## src/rtl/mux_scan_pkg.sv

```systemverilog
// Shared definitions for the 4:1 mux scan controller.
// Holds the FSM state encoding, channel/data widths, the settle-count
// limits and a helper that folds the SETTLE_CYC parameter into the
// counter width.
package mux_scan_pkg;

  localparam int unsigned NUM_CH     = 4;
  localparam int unsigned CH_W       = 2;
  localparam int unsigned CNT_W      = 4;
  localparam int unsigned SETTLE_MIN = 1;
  localparam int unsigned SETTLE_MAX = 15;

  typedef enum logic [1:0] {
    ST_IDLE   = 2'd0,
    ST_SETTLE = 2'd1,
    ST_SAMPLE = 2'd2,
    ST_DONE   = 2'd3
  } state_t;

  typedef logic [CH_W-1:0]   ch_t;
  typedef logic [NUM_CH-1:0] scan_t;
  typedef logic [CNT_W-1:0]  cnt_t;

  // Keeps an out-of-range settle count inside the legal window.
  function automatic cnt_t clamp_settle(input int unsigned v);
    if (v < SETTLE_MIN) return CNT_W'(SETTLE_MIN);
    if (v > SETTLE_MAX) return CNT_W'(SETTLE_MAX);
    return CNT_W'(v);
  endfunction

endpackage

```

## src/rtl/mux_scan_ctrl_if.sv

```systemverilog
// Bus between the scan controller and its environment.
// start/cont/abort : scan control requests
// s                : select to the downstream 4:1 mux
// y                : mux output returned to the controller
// data/valid       : last completed scan and its one-cycle update strobe
// busy             : scan in progress (SETTLE or SAMPLE)
interface mux_scan_ctrl_if;
  import mux_scan_pkg::*;

  logic  start;
  logic  cont;
  logic  abort;
  ch_t   s;
  logic  y;
  scan_t data;
  logic  valid;
  logic  busy;

  modport slave (
    input  start, cont, abort, y,
    output s, data, valid, busy
  );

  modport master (
    output start, cont, abort, y,
    input  s, data, valid, busy
  );

endinterface

```

## src/rtl/mux_settle_timer.sv

```systemverilog
// Settle down-counter.
// clk, rst : clock and synchronous active-high reset
// load     : reload the counter with load_val
// load_val : settle cycles to count
// expired  : high while the count is at its last cycle (count == 1)
module mux_settle_timer
  import mux_scan_pkg::*;
(
  input  logic clk,
  input  logic rst,
  input  logic load,
  input  cnt_t load_val,
  output logic expired
);

  cnt_t cnt_q;

  // expired is registered by predicting the count one cycle ahead.
  always_ff @(posedge clk) begin
    if (rst) begin
      cnt_q   <= '0;
      expired <= 1'b0;
    end else if (load) begin
      cnt_q   <= load_val;
      expired <= (load_val == CNT_W'(1));
    end else if (cnt_q != '0) begin
      cnt_q   <= cnt_q - CNT_W'(1);
      expired <= (cnt_q == CNT_W'(2));
    end else begin
      expired <= 1'b0;
    end
  end

endmodule

```

## src/rtl/mux_scan_ctrl.sv

```systemverilog
// Scans the four inputs of an external 4:1 mux: drives the select s,
// waits SETTLE_CYC cycles, samples y into a shadow register per channel,
// then publishes the shadow to data with a one-cycle valid strobe.
// clk, rst : clock and synchronous active-high reset
// bus      : slave side of mux_scan_ctrl_if (start/cont/abort/y in,
//            s/data/valid/busy out, all outputs registered)
module mux_scan_ctrl
  import mux_scan_pkg::*;
#(
  parameter int unsigned SETTLE_CYC = 1
) (
  input  logic            clk,
  input  logic            rst,
  mux_scan_ctrl_if.slave  bus
);

  localparam cnt_t SETTLE_LD = clamp_settle(SETTLE_CYC);
  localparam ch_t  LAST_CH   = CH_W'(NUM_CH - 1);

  state_t state_q, state_d;
  ch_t    ch_q, ch_d;
  ch_t    s_q, s_d;
  scan_t  shadow_q, shadow_d;
  scan_t  data_q, data_d;
  logic   valid_q, valid_d;
  logic   busy_q, busy_d;
  logic   load_c;
  logic   expired;

  mux_settle_timer u_timer (
    .clk      (clk),
    .rst      (rst),
    .load     (load_c),
    .load_val (SETTLE_LD),
    .expired  (expired)
  );

  // State and output registers.
  always_ff @(posedge clk) begin
    if (rst) begin
      state_q  <= ST_IDLE;
      ch_q     <= '0;
      s_q      <= '0;
      shadow_q <= '0;
      data_q   <= '0;
      valid_q  <= 1'b0;
      busy_q   <= 1'b0;
    end else begin
      state_q  <= state_d;
      ch_q     <= ch_d;
      s_q      <= s_d;
      shadow_q <= shadow_d;
      data_q   <= data_d;
      valid_q  <= valid_d;
      busy_q   <= busy_d;
    end
  end

  // Next-state and next-output logic; abort overrides everything below it.
  always_comb begin
    state_d  = state_q;
    ch_d     = ch_q;
    s_d      = s_q;
    shadow_d = shadow_q;
    data_d   = data_q;
    valid_d  = 1'b0;
    load_c   = 1'b0;

    if (bus.abort) begin
      state_d  = ST_IDLE;
      ch_d     = '0;
      s_d      = '0;
      shadow_d = '0;
    end else begin
      unique case (state_q)
        ST_IDLE: begin
          s_d = '0;
          if (bus.start) begin
            state_d = ST_SETTLE;
            ch_d    = '0;
            load_c  = 1'b1;
          end
        end
        ST_SETTLE: begin
          if (expired) state_d = ST_SAMPLE;
        end
        ST_SAMPLE: begin
          shadow_d[ch_q] = bus.y;
          if (ch_q != LAST_CH) begin
            ch_d    = ch_q + CH_W'(1);
            s_d     = ch_q + CH_W'(1);
            load_c  = 1'b1;
            state_d = ST_SETTLE;
          end else begin
            state_d = ST_DONE;
          end
        end
        ST_DONE: begin
          data_d  = shadow_q;
          valid_d = 1'b1;
          ch_d    = '0;
          s_d     = '0;
          if (bus.cont) begin
            state_d = ST_SETTLE;
            load_c  = 1'b1;
          end else begin
            state_d = ST_IDLE;
          end
        end
        default: state_d = ST_IDLE;
      endcase
    end

    busy_d = (state_d == ST_SETTLE) || (state_d == ST_SAMPLE);
  end

  assign bus.s     = s_q;
  assign bus.data  = data_q;
  assign bus.valid = valid_q;
  assign bus.busy  = busy_q;

endmodule

```

## src/flat_wrapper.sv

```systemverilog
// flat-port wrapper written by rule: the top's interface ports become plain ports
module mux_scan_ctrl_flat import mux_scan_pkg::*;
#(
  parameter int unsigned SETTLE_CYC = 1
)
  (clk, rst, bus_start, bus_cont, bus_abort, bus_y, bus_s, bus_data, bus_valid, bus_busy);
  mux_scan_ctrl_if bus_i ();
  input  logic clk;
  input  logic rst;
  input wire logic [$bits(bus_i.start)-1:0] bus_start;
  input wire logic [$bits(bus_i.cont)-1:0] bus_cont;
  input wire logic [$bits(bus_i.abort)-1:0] bus_abort;
  input wire logic [$bits(bus_i.y)-1:0] bus_y;
  output wire logic [$bits(bus_i.s)-1:0] bus_s;
  output wire logic [$bits(bus_i.data)-1:0] bus_data;
  output wire logic [$bits(bus_i.valid)-1:0] bus_valid;
  output wire logic [$bits(bus_i.busy)-1:0] bus_busy;
  assign bus_i.start = bus_start;
  assign bus_i.cont = bus_cont;
  assign bus_i.abort = bus_abort;
  assign bus_i.y = bus_y;
  assign bus_s = bus_i.s;
  assign bus_data = bus_i.data;
  assign bus_valid = bus_i.valid;
  assign bus_busy = bus_i.busy;
  mux_scan_ctrl #(.SETTLE_CYC(SETTLE_CYC)) u_core (.clk(clk), .rst(rst), .bus(bus_i));
endmodule
```

## config.mk

```make
export PLATFORM = sky130hd
export DESIGN_NAME = mux_scan_ctrl_flat
export DESIGN_NICKNAME = d
export VERILOG_FILES = /design/src/rtl/mux_scan_pkg.sv /design/src/rtl/mux_scan_ctrl_if.sv /design/src/rtl/mux_settle_timer.sv /design/src/rtl/mux_scan_ctrl.sv /design/src/flat_wrapper.sv
export SDC_FILE = /design/constraint.sdc
export NUM_CORES = 1
export LEC_CHECK = 0
export CAP_MARGIN = 20
export CORE_MARGIN = 2
export CORE_UTILIZATION = 50
export DETAILED_ROUTE_END_ITERATION = 8
export PLACE_DENSITY = 0.74
export REMOVE_ABC_BUFFERS = 1
export SETUP_SLACK_MARGIN = 0.05
export SLEW_MARGIN = 20
export SYNTH_ARGS = -nofsm -noshare
export SYNTH_HDL_FRONTEND = slang
export SYNTH_SLANG_ARGS = --single-unit
export TNS_END_PERCENT = 20
```

## constraint.sdc

```tcl
create_clock -name clk -period 2.1 [get_ports clk]
set_input_delay 0.42 -clock clk [delete_from_list [all_inputs] [get_ports clk]]
set_output_delay 0.42 -clock clk [all_outputs]
set_load 0.005 [all_outputs]
```

==> run_results.csv <==
group,metric,value,unit
timing,setup_tns,0,ps
cts,cts_made_buffers,3,
placement,dp.final_hpwl,1430,um
hold_path,min-delay-path-class,"reg2reg",
setup_path,worst_setup_path_start_kind,"flop",
cts,tritoncts,"yes",
power,total_power,0.927,mW
global_routing,maximum_number_of_pins_on_one_net_before_global_route_repair,13,
floorplan,core_area,1960,um2
detailed_routing,drcViolationCount,0,
floorplan,initial_standard_cell_utilization_of_the_core,53.2,%
power,power-per-cell-area,763,nW/um2
timing,fin_worst_skew,9.61,ps
setup_path,crit_fanout,12,
global_routing,met3_usage,1.82,%
detailed_routing,firstDrtPassIters,4,
logic_synthesis,synthesis.instances,117,
global_routing,grt.overflow.total,0,
global_routing,first_global_vias,759,
setup_path,worst-path-buf-inv,1,
setup_path,critical_path_required,2290,ps
floorplan,num_rows,16,
placement,place.gp.congestion,0.803,
setup_path,critical_path.slowest_cell,"sky130_fd_sc_hd__ha_1",
timing,finalHoldViolCount,0,
cts,clk_latency,310,ps
timing,pin_slew_with_the_least_headroom_to_its_limit,396,ps
placement,buffer_ports.inserted,13,
cts,worst_setup_hold_path_clk_slew,120,ps
cells_and_area,most-common-layout-cells,"sky130_fd_sc_hd__dfxtp_1 (21), sky130_fd_sc_hd__nor2_1 (16), sky130_fd_sc_hd__clkdlybuf4s50_1 (13)",
logic_synthesis,syn_area,1040,um2
detailed_routing,drt-initial-drc-count,22,
setup_path,cp_data_arrival_time,1900,ps
logic_synthesis,yosysWarningCount,0,
setup_path,criticalPathCategory,"reg2reg",
detailed_routing,vias_per_cell,5.17,
global_routing,grt_antenna_before_repair,0,
cells_and_area,flow.area_growth_from_synthesis,16.3,%
cells_and_area,fraction_of_final_layout_cells_with_drive_strength_greater_than_1,4.62,%
logic_synthesis,yosys.cell_types.count,24,
global_routing,grt_use_total,17.3,%
setup_path,critical_path.cell_chain,"inv_1 -> ha_1 -> a21oi_1 -> a221oi_2 -> xnor2_1 -> nor2_1",
cells_and_area,design.final.nets,149,
global_routing,global_route.usage.met2,29.8,%
status,status,"finished, final reports clean",
logic_synthesis,seq_area_frac_synth,40.3,%
cells_and_area,fin_util,61.9,%
cts,holdBufCountCts,0,
setup_path,cp_top_family,"compound AO/OA/AOI/OAI gates",
floorplan,die_boundary_width,49.7,um
power,vdd_ir_drop_max,607,uV
detailed_routing,detail-route-antenna-nets,0,
cts,post_cts_setup_repair_buffer_count,0,
cells_and_area,antenna_cells,0,
floorplan,die_height,49.7,um
setup_path,worst_setup_path_end_kind,"flop",
detailed_routing,wire_per_inst,11.6,um
cells_and_area,most_frequent_standard_cell_in_the_layout_excluding_fill_and_tap_cells,"sky130_fd_sc_hd__dfxtp_1",
timing,max_slew_margin,73.5,%
cells_and_area,fillerInstances,185,
cts,number_of_cells_upsized_or_downsized_after_cts,0,
cts,cts-root-buf,"sky130_fd_sc_hd__clkbuf_4",
cts,clock_tree.htree_level_count,1,
global_routing,wire_length_of_the_first_global_routing_pass,3320,um
global_routing,grt_most_used_layer,"met2",
timing,setup-violations-final,0,
floorplan,ioPinCount,14,
timing,final.period_utilization,81.4,%
timing,achievable-frequency,585,MHz
timing,min_period,1710,ps
cts,cts-root-to-sink-buffers,2,
timing,final-max-slew-violation-count,0,
cts,tritoncts_num_sinks,21,
logic_synthesis,synth.avg_cell_area,8.92,um2
detailed_routing,routed-via-count,812,
power,leakagePower,0.482,nW
run,drv_cap,0,
global_routing,grt_use_met1,21.4,%
timing,grt_setup_unrepaired,"false",
setup_path,timing.critical_path.slowest_cell_delay,400,ps
floorplan,floorplan.die_area,2470,um2
logic_synthesis,synth-seq-cells,21,
detailed_routing,routed_wirelength,1820,um
## cell usage after synthesis (all sizes together)
master | instances | area [um2]
nand3b | 3 | 22.5
nand2b | 5 | 31.3
o21ai | 2 | 10.0
buf | 2 | 12.5
dfxtp | 21 | 420
ha | 12 | 150
a221oi | 2 | 30.0
nor3 | 3 | 15.0
mux2i | 6 | 60.1
a211o | 1 | 8.76
inv | 8 | 30.0
a211oi | 2 | 15.0
nand2 | 10 | 37.5
or2 | 1 | 6.26
xnor2 | 2 | 17.5
nor3b | 1 | 7.51
nor2 | 16 | 60.1
xor2 | 1 | 8.76
nor2b | 2 | 12.5
a22oi | 2 | 15.0
a21oi | 9 | 45.0
nand3 | 4 | 20.0
clkbuf | 2 | 7.51
## metrics by stage
stage	hold WS [ps]	setup slack [ps]	std cells	cell area, um2
6_report	467	391	157	1210
3_3_place_gp	451	401	153	1190
4_1_cts	471	365	157	1210
5_1_grt	484	205	157	1210
2_1_floorplan	436	635	113	1020
3_5_place_dp	453	375	153	1190
## worst min-delay path, stage by stage, from the launching register on
cell                      delay, ps
sky130_fd_sc_hd__dfxtp_1        330
sky130_fd_sc_hd__nand2_1         50
sky130_fd_sc_hd__a21oi_1         50
## logic make-up (layout without fill, tap and decap cells)
kind of cell | after synthesis | count (layout) | synth area share [%]
compound gates | 18 | 18 | 11.9
xor+xnor | 3 | 3 | 2.52
fa+ha+maj | 12 | 12 | 14.4
buf+inv | 12 | 25 | 4.80
flops | 21 | 21 | 40.3
mux | 6 | 6 | 5.76
simple gates | 45 | 45 | 20.4
## routing by layer
layer / routed length (um) / part of all wire [%]
met3: 65 / 3.6
met5: 0 / 0
met2: 851 / 47
met1: 873 / 48
met4: 32 / 1.8
## cell type report
cell class | count | area [um2] | share of cell area (%)
Multi-Input combinational cell | 84 | 573 | 47.2
Sequential cell | 21 | 420 | 34.6
Timing Repair Buffer | 13 | 130 | 10.7
Tap cell | 27 | 33.8 | 2.78
Inverter | 8 | 30.0 | 2.47
Clock buffer | 4 | 26.3 | 2.16
## where the power goes
part | leakage, nW | internal [mW] | switching [mW]
logic | 0.297 | 0.118 | 0.135
registers | 0.171 | 0.439 | 0.0381
clock network | 0.0150 | 0.0741 | 0.122
total | 0.482 | 0.631 | 0.296
## worst paths after layout
| check | start | endpoint | slack, ps | depth (start not counted) |
|---|---|---|---|---|
| max | u_core.state_q[0]$_SDFF_PP0_ | u_core.bus.busy$_SDFF_PP0_ | 390 | 6 |
| min reg2reg | u_core.shadow_q[0]$_SDFFE_PP0P_ | u_core.shadow_q[0]$_SDFFE_PP0P_ | 470 | 2 |
| max reg2reg | u_core.state_q[0]$_SDFF_PP0_ | u_core.bus.busy$_SDFF_PP0_ | 390 | 6 |
| min | u_core.shadow_q[0]$_SDFFE_PP0P_ | u_core.shadow_q[0]$_SDFFE_PP0P_ | 470 | 2 |
## sequential cells by signal, summed over array words and instances (netlist names)
name	flops
u_core.u_timer.expired	1
u_core.bus.data	4
u_core.state_q	2
u_core.u_timer.cnt_q	4
u_core.ch_q	2
u_core.bus.valid	1
u_core.bus.s	2
u_core.shadow_q	4
u_core.bus.busy	1
Power figures use the tool's default switching activity.
